<file path="src/rtl/dccm_arbiter_pkg.sv">
// rtl/dccm_arbiter_pkg.sv - shared types for the DCCM arbiter
// Contents: req_id_t identifies which requester owns a DCCM access
// (shared with the AXI crossbar so both sides agree on the encoding).
package dccm_arbiter_pkg;

    typedef enum logic {
        REQ_CORE = 1'b0,
        REQ_DMA  = 1'b1
    } req_id_t;

endpackage

</file>
<file path="src/rtl/dccm_arbiter.sv">
// rtl/dccm_arbiter.sv - single-port DCCM arbiter between CORE and DMA requesters
// Purpose: grants the DCCM to CORE by priority, forces a DMA grant after
// STARVE_MAX consecutive lost cycles, and returns a 1-cycle-latency response
// to whichever requester was accepted.
// Ports:
//   clk, rst                       clock, synchronous active-high reset
//   core_req_* / dma_req_*         valid/ready request channels (we, addr, wdata, wstrb)
//   core_rsp_* / dma_rsp_*         response valid + read data (0 for write acks)
//   dccm_en/we/addr/wdata/wstrb    DCCM access strobe and muxed request fields
//   dccm_rdata                     DCCM read data, valid one cycle after a read strobe
module dccm_arbiter
    import dccm_arbiter_pkg::*;
#(
    parameter int ADDR_W     = 14,
    parameter int DATA_W     = 32,
    parameter int STARVE_MAX = 4
) (
    input  logic                clk,
    input  logic                rst,

    input  logic                core_req_valid,
    output logic                core_req_ready,
    input  logic                core_req_we,
    input  logic [ADDR_W-1:0]   core_req_addr,
    input  logic [DATA_W-1:0]   core_req_wdata,
    input  logic [DATA_W/8-1:0] core_req_wstrb,
    output logic                core_rsp_valid,
    output logic [DATA_W-1:0]   core_rsp_rdata,

    input  logic                dma_req_valid,
    output logic                dma_req_ready,
    input  logic                dma_req_we,
    input  logic [ADDR_W-1:0]   dma_req_addr,
    input  logic [DATA_W-1:0]   dma_req_wdata,
    input  logic [DATA_W/8-1:0] dma_req_wstrb,
    output logic                dma_rsp_valid,
    output logic [DATA_W-1:0]   dma_rsp_rdata,

    output logic                dccm_en,
    output logic                dccm_we,
    output logic [ADDR_W-1:0]   dccm_addr,
    output logic [DATA_W-1:0]   dccm_wdata,
    output logic [DATA_W/8-1:0] dccm_wstrb,
    input  logic [DATA_W-1:0]   dccm_rdata
);

    localparam int             STRB_W  = DATA_W / 8;
    localparam int             CNT_W   = $clog2(STARVE_MAX + 1);
    localparam logic [CNT_W-1:0] CNT_MAX = CNT_W'(STARVE_MAX);

    logic             core_grant;
    logic             dma_grant;

    logic [CNT_W-1:0] starve_cnt_d, starve_cnt_q;
    logic             rsp_pend_d,   rsp_pend_q;
    req_id_t          rsp_id_d,     rsp_id_q;
    logic             rsp_rd_d,     rsp_rd_q;

    logic             rsp_live;

    // Grant is purely combinational so accept, DCCM strobe and ready all
    // happen in the request cycle. Nothing is granted while rst is high.
    always_comb begin
        dma_grant  = !rst && dma_req_valid &&
                     (!core_req_valid || (starve_cnt_q == CNT_MAX));
        core_grant = !rst && core_req_valid && !dma_grant;
    end

    assign core_req_ready = core_grant;
    assign dma_req_ready  = dma_grant;

    // DCCM request mux; all fields forced to zero when no access is made.
    always_comb begin
        dccm_en    = core_grant || dma_grant;
        dccm_we    = 1'b0;
        dccm_addr  = '0;
        dccm_wdata = '0;
        dccm_wstrb = '0;
        if (dma_grant) begin
            dccm_we    = dma_req_we;
            dccm_addr  = dma_req_addr;
            dccm_wdata = dma_req_wdata;
            dccm_wstrb = dma_req_wstrb;
        end else if (core_grant) begin
            dccm_we    = core_req_we;
            dccm_addr  = core_req_addr;
            dccm_wdata = core_req_wdata;
            dccm_wstrb = core_req_wstrb;
        end
    end

    // Starvation counter counts consecutive cycles DMA waited behind CORE.
    // Any cycle DMA is granted or not requesting restarts the count, so a
    // forced grant hands priority straight back to CORE.
    always_comb begin
        starve_cnt_d = '0;
        if (dma_req_valid && core_grant) begin
            if (starve_cnt_q == CNT_MAX) begin
                starve_cnt_d = starve_cnt_q;
            end else begin
                starve_cnt_d = starve_cnt_q + CNT_W'(1);
            end
        end
    end

    // One-deep response tag: who was accepted and whether it was a read.
    always_comb begin
        rsp_pend_d = core_grant || dma_grant;
        rsp_id_d   = dma_grant ? REQ_DMA : REQ_CORE;
        rsp_rd_d   = dma_grant ? !dma_req_we : !core_req_we;
    end

    always_ff @(posedge clk) begin
        if (rst) begin
            starve_cnt_q <= '0;
            rsp_pend_q   <= 1'b0;
            rsp_id_q     <= REQ_CORE;
            rsp_rd_q     <= 1'b0;
        end else begin
            starve_cnt_q <= starve_cnt_d;
            rsp_pend_q   <= rsp_pend_d;
            rsp_id_q     <= rsp_id_d;
            rsp_rd_q     <= rsp_rd_d;
        end
    end

    // A response due in a cycle where rst is asserted is discarded; the
    // tag itself is cleared by the reset edge.
    assign rsp_live       = rsp_pend_q && !rst;
    assign core_rsp_valid = rsp_live && (rsp_id_q == REQ_CORE);
    assign dma_rsp_valid  = rsp_live && (rsp_id_q == REQ_DMA);
    assign core_rsp_rdata = (core_rsp_valid && rsp_rd_q) ? dccm_rdata : '0;
    assign dma_rsp_rdata  = (dma_rsp_valid  && rsp_rd_q) ? dccm_rdata : '0;

    // STRB_W documents the derived strobe width used on the ports.
    if (STRB_W * 8 != DATA_W) begin : g_bad_width
        $error("DATA_W must be a multiple of 8");
    end

endmodule

</file>
<file path="config.mk">
export PLATFORM = sky130hd
export DESIGN_NAME = dccm_arbiter
export DESIGN_NICKNAME = d
export VERILOG_FILES = /design/src/rtl/dccm_arbiter_pkg.sv /design/src/rtl/dccm_arbiter.sv
export SDC_FILE = /design/constraint.sdc
export NUM_CORES = 1
export LEC_CHECK = 0
export ABC_CLOCK_PERIOD_IN_PS = 3500
export CAP_MARGIN = 5
export CORE_AREA = 2 2 99 101
export CTS_BUF_LIST = sky130_fd_sc_hd__clkbuf_16
export DETAILED_ROUTE_END_ITERATION = 10
export DIE_AREA = 0 0 101 103
export PLACE_DENSITY = 0.59
export REMOVE_ABC_BUFFERS = 1
export SLEW_MARGIN = 5
export SYNTH_ARGS = -nofsm -noshare
export SYNTH_HDL_FRONTEND = slang
export SYNTH_SLANG_ARGS = --single-unit
</file>
<file path="constraint.sdc">
create_clock -name clk -period 3.5 [get_ports clk]
set_input_delay 0.875 -clock clk [delete_from_list [all_inputs] [get_ports clk]]
set_output_delay 0.875 -clock clk [all_outputs]
set_load 0.01 [all_outputs]
</file>
# [After elaboration in Yosys (flattened, before gate mapping)]
# Index checks and enable logic that the tools add are counted.
[word_totals] register_bits=6 ram_bits=0 romBits=0 input_bits=138 elab_cells=38 memories=0 latchBits=0
[op_classes] n_bitwise=2 multipliers=0 add_sub_neg=1 div_mod_pow=0 n_mux=12 n_shift=0 magnitude_cmp=0 eq_ne=1 reduce_logical=18
[ops] cell="32-bit 2-to-1 mux" count=4
[ops] cell="14-bit 2-to-1 mux" count=2
[ops] cell="1-bit logical AND" count=10
[ops] cell="4-bit 2-to-1 mux" count=2
[ops] cell="1-bit zero test" count=5
[ops] cell="1-bit 2-to-1 mux" count=4
[ops] cell="3-bit by 1-bit adder with 3-bit output (second input constant)" count=1
[ops] cell="3-bit equality test (second input constant)" count=1
[ops] cell="1-bit logical OR" count=2
[ops] cell="1-bit NOT" count=2
[ops] cell="2-bit OR reduction" count=1

# [Logic depth before layout (Yosys ltp)]
# Gate-level depths: netlist of run 1.
[depth] ltp_word=8 ltp_mapped=7 mapped_depth_nobuf=5

# [Worst setup path after synthesis of run 1]
# No wires, ideal clock.
[synth_timing] kind="input port to output port" startpoint="input rst" endpoint="output dccm_addr[0]" t_required_ps=2625 cell_stages=4 n_path_buf=2 t_arrival_ps=1757 setup_slack_ps=868 cell_sequence="buf_6 -> a311oi_4 -> buf_6 -> a22o_1"
[synth_via] elab_chain_len=7 word_cells_on_any_way=8 cone_classes="mux: 2; reduce/logical: 6"
[synth_rtl] item="start, declared" line_no="dccm_arbiter.sv:19" text="input logic rst,"
[synth_rtl] item="1-bit zero test (*)" line_no="dccm_arbiter.sv:64, dccm_arbiter.sv:66"
[synth_rtl] item="1-bit logical AND (2 in series)" line_no="dccm_arbiter.sv:64" text="dma_grant = !rst && dma_req_valid &&"
[synth_rtl] item="1-bit zero test" line_no="dccm_arbiter.sv:66" text="core_grant = !rst && core_req_valid && !dma_grant;"
[synth_rtl] item="1-bit logical AND (*)" line_no="dccm_arbiter.sv:66"
[synth_rtl] item="net core_req_ready" line_no="dccm_arbiter.sv:22" text="output logic core_req_ready,"
[synth_rtl] item="14-bit 2-to-1 mux (*)" line_no="dccm_arbiter.sv:84" text="end else if (core_grant) begin"
[synth_rtl] item="14-bit 2-to-1 mux (*)" line_no="dccm_arbiter.sv:79" text="if (dma_grant) begin"
[synth_rtl] item="end, declared" line_no="dccm_arbiter.sv:41" text="output logic [ADDR_W-1:0] dccm_addr,"
# The timed path passes the listed nets; every way through them passes the cells marked *.

# [Worst setup path after layout of run 1]
[layout_timing] startpoint="input rst" endpoint="output dma_rsp_rdata[17]"
[layout_via] elab_chain_len=5
[layout_rtl] item="1-bit zero test" line_no="dccm_arbiter.sv:129" text="assign rsp_live = rsp_pend_q && !rst;"
[layout_rtl] item="1-bit logical AND" line_no="dccm_arbiter.sv:129"
[layout_rtl] item="1-bit logical AND" line_no="dccm_arbiter.sv:131" text="assign dma_rsp_valid = rsp_live && (rsp_id_q == REQ_DMA);"
[layout_rtl] item="1-bit logical AND" line_no="dccm_arbiter.sv:133" text="assign dma_rsp_rdata = (dma_rsp_valid && rsp_rd_q) ? dccm_rdata : '0;"
[layout_rtl] item="32-bit 2-to-1 mux" line_no="dccm_arbiter.sv:133"
[layout_rtl] item="end, declared" line_no="dccm_arbiter.sv:37" text="output logic [DATA_W-1:0] dma_rsp_rdata,"
# No other way between the ends.

==> results.py, run 1 <==
metrics = {
    "critical_path": {
        "crit_cells": 6,
        "path_cells": "clkdlybuf4s50_1, buf_4, nor3b_2, buf_12, and2_1, clkdlybuf4s50_1",
        "cp_slowest_cell": "clkdlybuf4s50_1",
        "critical-path-top-delay-family": "buffers and inverters",
        "critPathLaunchType": "primary input",
        "r2r_start": "starve_cnt_q[0]$_SDFFE_PP0N_",
        "path_buf_inv": 4,
        "startpoint": "rst",
        "cp.arrival_ns": 2.59,
        "r2r_cells": 6,
        "path_max_fanout": 32,
        "critPathKind": "in -> out",
        "crit_path_frequent_cell": "clkdlybuf4s50_1",
        "cpPeakStageDelay_ns": 0.55,
        "cp.required_ns": 2.62,
        "crit_path_end_kind": "primary output",
    },
    "die": {
        "die_h_um": 103,
        "design.core.area_mm2": 0.00946,
        "die_area_mm2": 0.0104,
        "io_pins": 258,
        "die_w_um": 101,
        "start_util_pct": 14.2,
        "rows": 36,
    },
    "global_route": {
        "grt_pass1_vias": 2445,
        "antenna_found_initial": 1,
        "grt_use_total_pct": 17.7,
        "overflow": 0,
        "grt_pass1_wl_um": 13900,
        "grt_max_degree": 33,
    },
    "power": {
        "vdd_drop_max_mv": 0.166,
        "p_leak_nw": 1.91,
        "p_per_area_mw_per_mm2": 146,
    },
    "synth": {
        "synth-seq-cells": 6,
        "synth_area_mm2": 0.00134,
        "yosysWarnings": 0,
        "avgSynthCellArea_um2": 8.02,
        "synthCells": 167,
        "yosysSeqAreaShare_pct": 8.96,
        "ys_types": 22,
    },
    "route": {
        "drtIter0Drc": 36,
        "antenna_left": 0,
        "wl_um": 9970,
        "wl_per_cell_um": 18.3,
        "drc": 0,
        "dr.pass1.iters": 4,
        "via_count": 2339,
        "viasPerCell": 4.28,
    },
    "clock_tree": {
        "hold_buffers": 0,
        "cts_buffers": 3,
        "cts-root-buf": "clkbuf_16",
        "cts.sinks": 6,
        "htreeDepth": 1,
        "clk_pin_slew_worst_paths_ns": 0.03,
        "cts_tree": "done",
        "clk_path_buf_depth": 2,
        "clkLatencyLatePin_ns": 0.22,
    },
    "place": {
        "pre_cts_slack_ns": -0.226,
        "dp.cells": 531,
        "numPortBuffers": 257,
        "dpl.hpwl_um": 7780,
        "gp_congestion": 0.776,
    },
    "sta": {
        "period_share_pct": 99.0,
        "drv_slew": 0,
        "rsz0062_at_grt": "true",
        "whs_ns": 0.540,
        "fin_worst_skew_ns": 0.00251,
        "max_freq_ghz": 0.288,
        "max_slew_margin_pct": 83.5,
        "worstMarginPinSlew_ns": 0.247,
        "setup_slack_ns": 0.0336,
        "hold_viol_final": 0,
        "layout_min_cycle_time_ns": 3.47,
        "finalSetupViolCount": 0,
    },
    "layout": {
        "drive_gt1_share_pct": 10.2,
        "fillers": 937,
        "syn_to_final_growth_pct": 217,
        "final_common_cell": "clkdlybuf4s50_1",
        "final_cells": 546,
        "nets": 573,
        "layout_common_cells": "195 x clkdlybuf4s50_1, 64 x and2_1, 51 x a22o_1, 23 x dlygate4sd2_1, 21 x clkdlybuf4s15_1",
    },
    "hold_path": {
        "holdPathStages": 2,
        "holdCritPathClass": "reg -> reg",
        "hold_start": "starve_cnt_q[0]$_SDFFE_PP0N_",
    },
    "outcome": {
        "outcome": "finished clean",
    },
    "flow_run": {
        "max_cap_viol_count": 0,
    },
}
==> worst reg2reg max path: cells and delay by family (launching register included) <==
kind / cells / cell delay, ns
buffers and inverters: 2 / 0.22
muxes: 1 / 0.30
AOI/OAI and AO/OA: 1 / 0.24
and+or+nand+nor: 1 / 0.05
adders and majority gates: 1 / 0.27
DFF: 1 / 0.32
==> power breakdown <==
part | switching (mW) | leakage, nW | internal (mW) | total, mW
combinational | 0.119 | 1.83 | 0.246 | 0.366
sequential | 0.00192 | 0.0493 | 0.0716 | 0.0735
clock | 0.0341 | 0.0370 | 0.146 | 0.180
total | 0.155 | 1.91 | 0.464 | 0.619
==> worst paths after layout <==
check / end / slack [ns]
max: dma_rsp_rdata[17] / 0.03
min reg2reg: starve_cnt_q[0]$_SDFFE_PP0N_ / 0.54
max reg2reg: rsp_rd_q$_SDFF_PP0_ / 1.98
min: starve_cnt_q[0]$_SDFFE_PP0N_ / 0.54
==> cells by family after synthesis <==
logic type | Yosys count | synth area share [%]
flops | 6 | 8.96
buf+inv | 21 | 12.6
compound gates | 53 | 36.1
fa+ha+maj | 2 | 1.87
mux | 2 | 1.59
simple gates | 83 | 38.8
==> stage by stage <==
stage	TNS [ns]	utilization (%)	cell area, um2	total power, mW
floorplan	0	-	1180	0.161
global placement	-7.08	42.7	4040	0.439
detailed placement	-9.42	42.7	4040	0.439
CTS	-0.175	44.4	4200	0.620
global route	-0.970	45.0	4250	0.653
finish	0	45.0	4250	0.619
==> state kept, by name, indices dropped and copies added (netlist names) <==
register      count
rsp_pend_q        1
rsp_id_q          1
rsp_rd_q          1
starve_cnt_q      3
==> cell usage after synthesis, drive strengths merged <==
master	n	area share (%)
a311oi	1	2.0
clkbuf	6	1.7
nor3b	2	1.5
and3	2	0.93
ha	2	1.9
nand2	2	0.56
and2	64	30
mux2	1	0.84
nor2b	4	2.6
a21boi	1	0.84
nor3	1	0.75
and3b	1	0.65
inv	3	0.84
nor2	7	2.0
buf	12	10
mux2i	1	0.75
dfxtp	6	9.0
a22o	51	33
==> layer usage <==
| metal | wire [um] | track usage [%] | up-vias |
|---|---|---|---|
| met5 | 0 | 0 | - |
| met4 | 40 | 3.74 | 0 |
| met3 | 1090 | 5.83 | 4 |
| met2 | 5240 | 35.0 | 162 |
| met1 | 3600 | 18.0 | 1041 |
| li1 | - | - | 1132 |
==> layout make-up <==
| class | count | area [um2] | share of cell area, % |
|---|---|---|---|
| inverters | 3 | 11.3 | 0.265 |
| flip-flops and latches | 6 | 120 | 2.82 |
| diodes | 1 | 2.50 | 0.0588 |
| clock buffers | 3 | 75.1 | 1.77 |
| multi-input cells | 140 | 1060 | 25.0 |
| repair buffers | 279 | 2840 | 66.8 |
| well taps | 114 | 143 | 3.35 |
==> timing repair <==
action	CTS	global route
setup buffers	4	2
gates cloned	4	1
resized for setup	58	53
endpoints found under the setup margin	56	96
Power figures use the tool's default switching activity.
==> inputs of run 2 (changes only) <==
--- a/config.mk
+++ b/config.mk
@@ -11,6 +11,7 @@
 export CTS_BUF_LIST = sky130_fd_sc_hd__clkbuf_16
 export DETAILED_ROUTE_END_ITERATION = 10
 export DIE_AREA = 0 0 101 103
+export GPL_TIMING_DRIVEN = 0
 export PLACE_DENSITY = 0.59
 export REMOVE_ABC_BUFFERS = 1
 export SLEW_MARGIN = 5
==> results.py, run 2 (synthesis gave the netlist of run 1 again) <==
metrics = {
    "die": {
        "die_h_um": 103,
        "io_pins": 258,
        "start_util_pct": 14.2,
        "die_w_um": 101,
        "design.core.area_mm2": 0.00946,
        "rows": 36,
        "die_area_mm2": 0.0104,
    },
    "sta": {
        "setup_slack_ns": 0.135,
        "layout_min_cycle_time_ns": 3.36,
        "tns_ns": 0,
        "rsz0062_at_grt": "false",
        "hold_viol_final": 0,
        "period_share_pct": 96.1,
        "max_freq_ghz": 0.297,
        "finalSetupViolCount": 0,
        "fin_worst_skew_ns": 0.000918,
        "drv_slew": 0,
        "max_slew_margin_pct": 60.0,
        "worstMarginPinSlew_ns": 0.599,
        "whs_ns": 0.549,
    },
    "critical_path": {
        "r2r_start": "starve_cnt_q[0]$_SDFFE_PP0N_",
        "crit_path_frequent_cell": "nor2b_4",
        "cp_slowest_cell": "clkdlybuf4s50_1",
        "cp.required_ns": 2.62,
        "path_max_fanout": 12,
        "cpPeakStageDelay_ns": 0.53,
        "r2r_slack_ns": 1.88,
        "reg2reg_to": "rsp_rd_q$_SDFF_PP0_",
        "cp.arrival_ns": 2.49,
        "r2r_cells": 7,
        "critPathKind": "in -> out",
        "crit_path_end_kind": "primary output",
        "critPathLaunchType": "primary input",
        "path_cells": "buf_2, nor2b_4, nor2b_4, bufbuf_16, a22o_1, clkdlybuf4s50_1",
    },
    "clock_tree": {
        "cts_tree": "done",
        "htreeDepth": 1,
        "cts.sinks": 6,
        "clk_pin_slew_worst_paths_ns": 0.03,
        "hold_buffers": 0,
        "clk_path_buf_depth": 2,
        "clkLatencyLatePin_ns": 0.23,
        "cts_buffers": 3,
        "cts-root-buf": "clkbuf_16",
    },
    "power": {
        "intPower_mw": 0.464,
        "p_per_area_mw_per_mm2": 146,
        "combinationalPowerShare_pct": 58.7,
        "power_mw": 0.620,
        "pwr-share-seq_pct": 11.8,
        "vdd_drop_max_mv": 0.100,
        "switching_share_pct": 25.1,
        "p_leak_nw": 1.83,
        "clockPowerShare_pct": 29.4,
        "p_sw_mw": 0.156,
    },
    "place": {
        "numPortBuffers": 257,
        "pre_cts_slack_ns": -0.776,
        "dp.cells": 524,
        "gp_congestion": 0.764,
        "dpl.hpwl_um": 7780,
    },
    "layout": {
        "final_cells": 544,
        "drive_gt1_share_pct": 7.46,
        "final_common_cell": "clkdlybuf4s50_1",
        "top_register": "starve_cnt_q",
        "layout_common_cells": "217 x clkdlybuf4s50_1, 64 x and2_1, 51 x a22o_1, 37 x dlygate4sd2_1",
        "fillers": 945,
        "nets": 571,
        "syn_to_final_growth_pct": 217,
        "largest_register_ffs": 3,
    },
    "hold_path": {
        "holdPathStages": 2,
        "hold_start": "starve_cnt_q[0]$_SDFFE_PP0N_",
        "holdCritPathClass": "reg -> reg",
        "min_to": "starve_cnt_q[0]$_SDFFE_PP0N_",
    },
    "global_route": {
        "grt_pass1_wl_um": 13400,
        "grt_max_degree": 24,
        "grt_use_total_pct": 17.0,
        "overflow": 0,
        "grt_pass1_vias": 2346,
        "antenna_found_initial": 1,
    },
    "route": {
        "viasPerCell": 4.30,
        "drc": 0,
        "dr.pass1.iters": 4,
        "via_count": 2337,
        "drtIter0Drc": 38,
        "wl_per_cell_um": 17.6,
        "wl_um": 9600,
        "antenna_left": 0,
    },
    "outcome": {
        "outcome": "finished clean",
    },
    "flow_run": {
        "max_cap_viol_count": 0,
    },
}
[run 2: worst max-delay path: cells and delay by family]
family          cells  cell delay [ns]
compound gates      1             0.15
simple gates        2             0.41
buf+inv             3             1.06
[run 2: layout make-up]
class                      count  area, um2  share of cell area [%]
tap                          114        143                    3.35
sequential                     6        120                    2.82
clock buffer                   3       75.1                    1.77
inverter                       3       11.3                   0.265
antenna                        1       2.50                  0.0588
multi-input combinational    142       1110                    26.1
timing repair buffer         275       2790                    65.7
[run 2: power groups by stage]
| stage | combinational, mW | sequential, mW | clock (mW) |
|---|---|---|---|
| after floorplan | 0.0874 | 0.0736 | 0 |
| after global routing | 0.387 | 0.0738 | 0.190 |
| after detailed placement | 0.358 | 0.0740 | 0 |
| final | 0.364 | 0.0734 | 0.183 |
| after CTS | 0.369 | 0.0735 | 0.185 |
| after global placement | 0.351 | 0.0739 | 0 |
[run 2: worst max-delay path by stage]
stage,depth (start not counted),startpoint,to
3_3_place_gp,5,rst,dccm_we
6_report,6,rst,dccm_wdata[29]
5_1_grt,7,core_req_valid,dccm_wdata[20]
3_5_place_dp,6,rst,dccm_addr[7]
4_1_cts,7,rst,dccm_wdata[8]
2_1_floorplan,3,core_req_valid,dccm_addr[0]
[run 2: what timing repair did]
action / 4_1_cts / 5_1_grt
endpoints found under the setup margin: 117 / 54
pin swaps: 2 / 0
cloned: 3 / 0
resized for setup: 47 / 5
setup buffers: 13 / 0
[run 2: routing by layer]
layer | wire length (um) | track usage, % | part of all wire, % | up-vias
li1 | - | - | - | 1132
met1 | 3320 | 16.6 | 35 | 1039
met2 | 5100 | 34.9 | 53 | 160
met3 | 1050 | 5.56 | 11 | 6
met4 | 127 | 3.12 | 1.3 | 0
met5 | 0 | 0 | 0 | -
[run 2: through the flow]
step	util [%]	area [um2]
floorplan	-	1180
global placement	41.2	3900
detailed placement	42.1	3980
CTS	45.0	4260
global route	45.0	4250
finish	45.0	4250
